<file path="src/rtl/reset_sequencer.sv">
// Reset sequencer.
// The external reset is asserted asynchronously and released through a
// synchroniser. All outputs are held in reset for MIN_ASSERT cycles, then
// released one per STAGGER cycles, lowest index first. A software request
// restarts the stretch/release sequence without involving the synchroniser.
module reset_sequencer #(
  parameter int SYNC_STAGES = 2,
  parameter int NUM_OUT     = 4,
  parameter int MIN_ASSERT  = 8,
  parameter int STAGGER     = 16
) (
  input  logic               clk,
  input  logic               ext_reset,
  input  logic               sw_reset_req,
  output logic [NUM_OUT-1:0] resetn_out,
  output logic               seq_done
);

  localparam int CNT_MAX = (MIN_ASSERT > STAGGER) ? MIN_ASSERT : STAGGER;
  localparam int CNT_W   = (CNT_MAX > 1) ? $clog2(CNT_MAX) : 1;
  localparam int IDX_W   = $clog2(NUM_OUT + 1);

  localparam logic [CNT_W-1:0] MIN_LAST = CNT_W'(MIN_ASSERT - 1);
  localparam logic [CNT_W-1:0] STG_LAST = CNT_W'(STAGGER - 1);
  localparam logic [IDX_W-1:0] IDX_LAST = IDX_W'(NUM_OUT - 1);

  typedef enum logic [1:0] {
    ST_SYNC    = 2'd0,
    ST_STRETCH = 2'd1,
    ST_RELEASE = 2'd2,
    ST_DONE    = 2'd3
  } state_t;

  state_t                   state, state_nxt;
  logic [SYNC_STAGES-1:0]   sync_q;
  logic                     sync_ok;
  logic [CNT_W-1:0]         cnt, cnt_nxt;
  logic [IDX_W-1:0]         idx, idx_nxt;
  logic [NUM_OUT-1:0]       resetn_nxt;
  logic                     seq_done_nxt;

  assign sync_ok = sync_q[SYNC_STAGES-1];

  // Synchroniser: cleared at once by ext_reset, fills with ones afterwards.
  always_ff @(posedge clk or negedge ext_reset) begin
    if (!ext_reset) sync_q <= '0;
    else            sync_q <= {sync_q[SYNC_STAGES-2:0], 1'b1};
  end

  // State, counters and registered outputs.
  always_ff @(posedge clk or negedge ext_reset) begin
    if (!ext_reset) begin
      state      <= ST_SYNC;
      cnt        <= '0;
      idx        <= '0;
      resetn_out <= '0;
      seq_done   <= 1'b0;
    end else begin
      state      <= state_nxt;
      cnt        <= cnt_nxt;
      idx        <= idx_nxt;
      resetn_out <= resetn_nxt;
      seq_done   <= seq_done_nxt;
    end
  end

  // Next-state decision; a software request outranks any scheduled release.
  always_comb begin
    state_nxt = state;
    case (state)
      ST_SYNC: begin
        if (sync_ok) state_nxt = ST_STRETCH;
      end
      ST_STRETCH: begin
        if (sw_reset_req)          state_nxt = ST_STRETCH;
        else if (cnt == MIN_LAST)  state_nxt = (NUM_OUT == 1) ? ST_DONE : ST_RELEASE;
      end
      ST_RELEASE: begin
        if (sw_reset_req)                            state_nxt = ST_STRETCH;
        else if (cnt == STG_LAST && idx == IDX_LAST) state_nxt = ST_DONE;
      end
      ST_DONE: begin
        if (sw_reset_req) state_nxt = ST_STRETCH;
      end
      default: state_nxt = ST_SYNC;
    endcase
  end

  // Next values of counters and outputs; released bits hold until a restart.
  always_comb begin
    cnt_nxt      = cnt;
    idx_nxt      = idx;
    resetn_nxt   = resetn_out;
    seq_done_nxt = seq_done;
    case (state)
      ST_SYNC: begin
        cnt_nxt = '0;
        idx_nxt = '0;
      end
      ST_STRETCH: begin
        if (sw_reset_req) begin
          cnt_nxt      = '0;
          idx_nxt      = '0;
          resetn_nxt   = '0;
          seq_done_nxt = 1'b0;
        end else if (cnt == MIN_LAST) begin
          cnt_nxt       = '0;
          idx_nxt       = IDX_W'(1);
          resetn_nxt[0] = 1'b1;
          if (NUM_OUT == 1) seq_done_nxt = 1'b1;
        end else begin
          cnt_nxt = cnt + CNT_W'(1);
        end
      end
      ST_RELEASE: begin
        if (sw_reset_req) begin
          cnt_nxt      = '0;
          idx_nxt      = '0;
          resetn_nxt   = '0;
          seq_done_nxt = 1'b0;
        end else if (cnt == STG_LAST) begin
          cnt_nxt = '0;
          idx_nxt = idx + IDX_W'(1);
          for (int k = 0; k < NUM_OUT; k++) begin
            if (idx == IDX_W'(k)) resetn_nxt[k] = 1'b1;
          end
          if (idx == IDX_LAST) seq_done_nxt = 1'b1;
        end else begin
          cnt_nxt = cnt + CNT_W'(1);
        end
      end
      ST_DONE: begin
        if (sw_reset_req) begin
          cnt_nxt      = '0;
          idx_nxt      = '0;
          resetn_nxt   = '0;
          seq_done_nxt = 1'b0;
        end
      end
      default: begin
        cnt_nxt      = '0;
        idx_nxt      = '0;
        resetn_nxt   = '0;
        seq_done_nxt = 1'b0;
      end
    endcase
  end

endmodule

</file>
<file path="config.mk">
export PLATFORM = sky130hd
export DESIGN_NAME = reset_sequencer
export DESIGN_NICKNAME = d
export VERILOG_FILES = /design/src/rtl/reset_sequencer.sv
export SDC_FILE = /design/constraint.sdc
export NUM_CORES = 1
export LEC_CHECK = 0
export CAP_MARGIN = 40
export CELL_PAD_IN_SITES_DETAIL_PLACEMENT = 0
export CELL_PAD_IN_SITES_GLOBAL_PLACEMENT = 1
export CORE_UTILIZATION = 47
export DETAILED_ROUTE_END_ITERATION = 8
export GPL_ROUTABILITY_DRIVEN = 0
export PLACE_DENSITY_LB_ADDON = 0.15
export RECOVER_POWER = 50
export SYNTH_ARGS = -nofsm -noshare
export SYNTH_HDL_FRONTEND = slang
export SYNTH_SLANG_ARGS = --single-unit
</file>
<file path="constraint.sdc">
create_clock -name clk -period 3.15 [get_ports clk]
set_clock_uncertainty 0.05 [all_clocks]
set_input_delay 0.4725 -clock clk [delete_from_list [all_inputs] [get_ports clk]]
set_output_delay 0.4725 -clock clk [all_outputs]
set_load 0.02 [all_outputs]
</file>
==> results of run 1 <==
stage by stage:
step                utilization  hold WS [ps]  worst slack (ps)
floorplan                     -           127              1300
global placement          0.556           286               970
detailed placement        0.556           308               972
CTS                       0.568           336              1070
global route              0.568           337               973
finish                    0.568           331              1080
final cells by class:
cell class / count / area share
Sequential cell: 16 / 0.356
Timing Repair Buffer: 7 / 0.0623
Tap cell: 27 / 0.0300
Inverter: 11 / 0.0367
Clock buffer: 3 / 0.0200
Multi-Input combinational cell: 73 / 0.495
worst max path at each step:
| stage | slack, ps | endpoint | start | depth (start not counted) |
|---|---|---|---|---|
| floorplan | 1300 | idx[2] | state[0] | 6 |
| global placement | 970 | idx[2] | sw_reset_req | 5 |
| detailed placement | 970 | idx[2] | sw_reset_req | 5 |
| CTS | 1070 | idx[2] | state[0] | 6 |
| global route | 970 | idx[2] | state[0] | 6 |
| finish | 1080 | idx[2] | state[0] | 6 |
Yosys cell counts (2+ instances only):
| cell | instances | area (um^2) |
|---|---|---|
| inv_1 | 11 | 41.3 |
| mux2i_1 | 2 | 20.0 |
| a31oi_1 | 2 | 12.5 |
| a21o_1 | 2 | 15.0 |
| nand3_1 | 5 | 25.0 |
| nor4_1 | 2 | 12.5 |
| a21oi_1 | 8 | 40.0 |
| dfrtp_1 | 16 | 400 |
| nor2_1 | 2 | 7.51 |
| o21ai_0 | 5 | 25.0 |
| mux2_4 | 2 | 30.0 |
| ha_1 | 11 | 138 |
| a211oi_1 | 2 | 15.0 |
| nand2_1 | 9 | 33.8 |
sequential cells by signal (all words and copies together), names as in the netlist:
register    count
state           2
resetn_out      4
seq_done        1
cnt             4
sync_q          2
idx             3
logic make-up (layout without fill, tap and decap cells):
group	Yosys count	in the layout	synth area share
AOI/OAI and AO/OA	30	30	0.219
muxes	4	4	0.0498
adders and majority gates	11	11	0.137
other	1	1	0.00373
buffers and inverters	12	21	0.0485
and+or+nand+nor	27	27	0.144
DFF	16	16	0.398
routing by layer:
metal  GRT usage  vias to the layer above  wire length (um)
li1            -                      380                 -
met1       0.319                      374               977
met2       0.307                       23               930
met3      0.0333                        5                92
met4      0.0944                        0                36
met5           0                        -                 0
worst max-delay path, stage by stage, from the launching register on:
cell and delay, ps:
dfrtp_1 470, inv_1 160, ha_1 300, mux2_4 310, o21ai_2 200, and2_4 190, mux2_4 290
power by group:
part | switching, uW | leakage, uW | internal [uW]
Sequential | 27.3 | 0.000213 | 230
Clock | 68.2 | 0.0000138 | 44.5
Combinational | 126 | 0.000264 | 89.6
Total | 221 | 0.000491 | 365
==> summary.md, run 1 <==
| Metric | Value |
|---|---|
| Number of global-route vias before repair | 698 |
| Post-Syn Area | 0.00101 mm^2 |
| Post-synthesis async set-or-reset flop share | 1.00 |
| Post-route minimum period | 2070 ps |
| Placed Cells incl. Taps | 134 |
| CTS tree | done |
| Maximum fanout count along the critical path | 6 |
| Primary flip-flop cell chosen by synthesis mapping | dfrtp_1 |
| Initial standard-cell utilization of the core | 0.508 |
| Post-Syn Instances | 101 |
| I/O pin count | 8 |
| HPWL reported at the end of detailed placement | 1.58 mm |
| Count of cells along the worst hold path | 0 |
| Hold crit path type | reg2reg |
| Final routed wire length divided by cell count | 14.9 um |
| Worst reg2reg endpoint | idx[2] |
| Final Power | 586 uW |
| Class of the most critical setup path | reg2reg |
| Final standard cell area without fillers | 0.00112 mm^2 |
| Drt initial violations | 16 |
| Max Slew Vio Count | 0 |
| Grt ovf | 0 |
| Highest achievable clock rate | 484 MHz |
| Number of enable flip-flop cells after synthesis | 0 |
| Kind of capture point of the worst setup path | flop |
| Hold violation total from the final report | 0 |
| Number of max-capacitance violations reported | 0 |
| Deepest level of the CTS H-tree | 1 |
| Worst Tran Pin Value | 713 ps |
| Setup fix buffers added after clock tree synthesis | 0 |
| Number of nets in the layout | 126 |
| Largest net degree at the start of global routing | 17 |
| Overall routing resource usage | 0.215 |
| Total wire length | 2.04 mm |
| Number of I/O port buffers | 7 |
| Via-per-instance ratio | 5.71 |
| Nature of the critical path startpoint | flop |
| Core Box Area | 0.00198 mm^2 |
| Root buffer cell | clkbuf_4 |
| Number of buffers created by CTS | 3 |
| VDD IR-drop max | 0.304 mV |
| Clock transition at the registers of the reported paths | 100 ps |
| Accumulated negative setup slack | 0 ps |
| Final setup violating endpoints | 0 |
| Ratio of cells with drive above 1 in the final layout | 0.118 |
| Pwr dens | 521 mW/mm^2 |
| Die span in x | 48.3 um |
| Required time of the critical path | 3290 ps |
| Final Instance Count excl. Fillers | 137 |
| Number of standard-cell rows in the floorplan | 16 |
| Area occupied by multi-input gates | 557 um^2 |
| # diodes | 0 |
| Synthesis-stage register bit count | 16 |
| Total vias in the final route | 782 |
| Filler cell count | 184 |
| Syn_nets | 115 |
| Sequential share of the synthesized area | 0.398 |
| Worst reg-to-reg setup slack | 1080 ps |
| Yosys warnings | 0 |
| Headroom to the max-slew limit | 0.523 |
| Post-CTS Resized | 0 |
| Startpoint of the lowest-slack hold path | sync_q[0] |
| Sequential Area | 400 um^2 |
| Die height | 48.3 um |
| Count of clock tree sinks | 16 |
| Total die area | 0.00233 mm^2 |
| Data arrival time of the worst path | 2210 ps |
| Number of cell instances on the worst register-to-register path | 6 |
| Final critical-path share of the clock period | 0.656 |
| Clock latency on the worst-skew pair | 290 ps |
| Cell area after placement | 0.00110 mm^2 |
| Number of detailed-route iterations in the first pass | 4 |
| Initial antenna violation count | 0 |
| Area Overhead vs Synth | 11.8% |
| Worst r2r src | state[0] |
| Wire length of the first global-routing pass | 3.36 mm |
| DRT antenna net count | 0 |
| Most frequent standard cell in the layout excluding fill and tap cells | dfrtp_1 |
| Average instance area after synthesis | 9.96 um^2 |
| Unrepaired setup endpoints after global routing | false |
| Status | completed |
| Top library cells by usage in the layout, fill and taps aside | 16 x dfrtp_1, 11 x inv_1, 11 x ha_1, 9 x nand2_1, 8 x a21oi_1 |
| Distinct cell type count after synthesis | 36 |
| Standby leakage power | 0.000491 uW |
| CTS Hold Buffers Added | 0 |
| Clock Tree Buf Depth | 2 |
| Endpoint with the worst hold slack | sync_q[1] |
| DRC Markers | 0 |
Note: power is estimated with default switching activity, not from simulation.
==> run 2: changes to the inputs <==
--- a/config.mk
+++ b/config.mk
@@ -8,7 +8,7 @@
 export CAP_MARGIN = 40
 export CELL_PAD_IN_SITES_DETAIL_PLACEMENT = 0
 export CELL_PAD_IN_SITES_GLOBAL_PLACEMENT = 1
-export CORE_UTILIZATION = 47
+export CORE_UTILIZATION = 40
 export DETAILED_ROUTE_END_ITERATION = 8
 export GPL_ROUTABILITY_DRIVEN = 0
 export PLACE_DENSITY_LB_ADDON = 0.15
==> constraint.sdc (replaced) <==
create_clock -name clk -period 1.7 [get_ports clk]
set_clock_uncertainty 0.05 [all_clocks]
set_input_delay 0.255 -clock clk [delete_from_list [all_inputs] [get_ports clk]]
set_output_delay 0.255 -clock clk [all_outputs]
set_load 0.02 [all_outputs]
==> run 2 against run 1 <==
- the run now ends with negative setup slack left
- global-route usage is 1.7 points lower
- final cell count up 15%
- sequential power up 88%
- critical path type unchanged
- critical endpoint unchanged
==> summary.md, run 2 (synthesized netlist as in run 1, its figures left out) <==
| Metric | Value |
|---|---|
| Status | complete, but fails checks |
| Failing checks | negative setup slack |
| Standby leakage power | 0.000574 uW (+17%) |
| DRT antenna net count | 0 (unchanged) |
| Number of max-capacitance violations reported | 0 (unchanged) |
| Root buffer cell | clkbuf_4 |
| Class of the most critical setup path | reg2reg |
| Nature of the critical path startpoint | flop |
| Met3 global-route usage | 0.0263 (-0.00702) |
| Most used routing layer in global routing | met2 |
| Overall routing resource usage | 0.198 (-0.0168) |
| Most frequent standard cell in the layout excluding fill and tap cells | buf_4 |
| Total vias in the final route | 856 (+9.5%) |
| Area Overhead vs Synth | 32.2% |
| Wire length of the first global-routing pass | 3.85 mm (+15%) |
| Total die area | 0.00272 mm^2 (+17%) |
| Final Power | 1260 uW (+110%) |
| Total wire length | 2.29 mm (+13%) |
| I/O pin count | 8 (unchanged) |
| Grt ovf | 0 (unchanged) |
| Hold crit path type | reg2reg |
| Worst Tran Pin Value | 898 ps (+185 ps) |
| Via-per-instance ratio | 5.45 (-4.5%) |
| Core Box Area | 0.00230 mm^2 (+16%) |
| Pwr dens | 944 mW/mm^2 (+81%) |
| Ratio of cells with drive above 1 in the final layout | 0.326 (+0.207) |
| Deepest level of the CTS H-tree | 1 (unchanged) |
| Proportion of power drawn by the clock network | 0.171 (-0.022) |
| Post-route setup slack | -9.25 ps (-1090 ps) |
| Worst setup slack after placement | -61.4 ps (-1030 ps) |
| Headroom to the max-slew limit | 0.401 (-0.122) |
| Final critical-path share of the clock period | 1.01 (+0.349) |
| Number of I/O port buffers | 7 (unchanged) |
| Global routing met2 resource utilization | 0.348 (+0.0416) |
| Max Slew Vio Count | 0 (unchanged) |
| Cell internal pwr | 789 uW (+120%) |
| Final setup violating endpoints | 1 (+1) |
| Maximum fanout count along the critical path | 4 (-2) |
| Unrepaired setup endpoints after global routing | true |
| Clock latency on the worst-skew pair | 290 ps (about the same) |
| Number of buffers created by CTS | 3 (unchanged) |
| Initial antenna violation count | 0 (unchanged) |
| Highest achievable clock rate | 585 MHz (+21%) |
| Clock Tree Buf Depth | 2 (unchanged) |
| Sequential Area | 403 um^2 (+0.62%) |
| # diodes | 0 (unchanged) |
| Top library cells by usage in the layout, fill and taps aside | 17 x buf_4, 14 x dfrtp_1, 9 x inv_1, 8 x nand2_1 |
| Number of standard-cell rows in the floorplan | 17 (+1) |
| HPWL reported at the end of detailed placement | 1.74 mm (+10%) |
| Die height | 52.2 um (+8.0%) |
| Data arrival time of the worst path | 1830 ps (-380 ps) |
| Combinational share of power | 0.443 (+0.076) |
| DRC Markers | 0 (unchanged) |
| Met1 capacity usage during global routing | 0.238 (-0.0805) |
| Clock transition at the registers of the reported paths | 100 ps (about the same) |
| Switching power | 467 uW (+110%) |
| Number of detailed-route iterations in the first pass | 4 (unchanged) |
| Drt initial violations | 13 (-3) |
| VDD IR-drop max | 0.632 mV (+110%) |
| Leading registers by flop count | cnt (4), resetn_out (4), idx (3) |
| Final routed wire length divided by cell count | 14.6 um (-1.7%) |
| Number of global-route vias before repair | 850 (+22%) |
| Die span in x | 52.2 um (+8.0%) |
| Kind of capture point of the worst setup path | flop |
| Switching portion of total power | 0.372 (-0.00597) |
| CTS Hold Buffers Added | 0 (unchanged) |
| Post-route minimum period | 1710 ps (-359 ps) |
| Area occupied by multi-input gates | 621 um^2 (+11%) |
| Filler cell count | 217 (+18%) |
| Required time of the critical path | 1820 ps (-1470 ps) |
| Largest net degree at the start of global routing | 17 (unchanged) |
| Hold violation total from the final report | 0 (unchanged) |
| Count of clock tree sinks | 16 (unchanged) |
| Initial standard-cell utilization of the core | 0.438 (-0.0697) |
| CTS tree | done |
| Number of nets in the layout | 144 (+14%) |
| Sequential share of power | 0.386 (-0.054) |
## run 2: layout make-up
class,count,area share
sequential,16,0.303
timing repair buffer,25,0.151
clock buffer,4,0.0198
tap,28,0.0263
inverter,11,0.0329
multi-input combinational,73,0.467
## run 2: final timing paths
kind | cells after the start | start | slack, ps | end
hold / removal | 0 | sync_q[0] | 310 | sync_q[1]
max in group asynchronous | 2 | ext_reset | 450 | state[1]
setup / recovery | 6 | state[0] | -9 | idx[2]
min in group asynchronous | 2 | ext_reset | 550 | resetn_out[0]
hold reg to reg | 0 | sync_q[0] | 310 | sync_q[1]
setup reg to reg | 6 | state[0] | -9 | idx[2]
## run 2: metrics by stage
step | hold slack, ps | setup TNS, ps | area [um^2] | utilization | instances
global placement | 286 | -112 | 1270 | 0.552 | 152
global route | 316 | -85.6 | 1330 | 0.579 | 157
detailed placement | 289 | -219 | 1270 | 0.552 | 152
floorplan | -90.6 | -18.7 | 1040 | - | 101
CTS | 234 | -26.6 | 1290 | 0.564 | 156
finish | 309 | -9.25 | 1330 | 0.579 | 157
## run 2: critical path, stage by stage (launching register included)
cell and delay, ps:
dfrtp_2 450, inv_4 50, ha_4 160, mux2_4 300, o21ai_4 130, and2_4 160
mux2_4 290
## run 2: power groups by stage
stage	logic [uW]	clock network, uW	registers, uW
2_1_floorplan	288	0	512
3_3_place_gp	513	0	489
3_5_place_dp	515	0	492
4_1_cts	521	222	485
5_1_grt	608	242	491
6_report	556	215	485
## run 2: what timing repair did
action | 4_1_cts | 5_1_grt
buffers inserted | 0 | 1
resized for setup | 1 | 7
setup endpoints to repair | 5 | 9
pin swaps | 0 | 1
## run 2: per-layer routing
layer	up-vias	part of all wire
met1	426	0.47
met4	0	0.0070
met5	-	0
met2	11	0.50
li1	417	-
met3	2	0.026
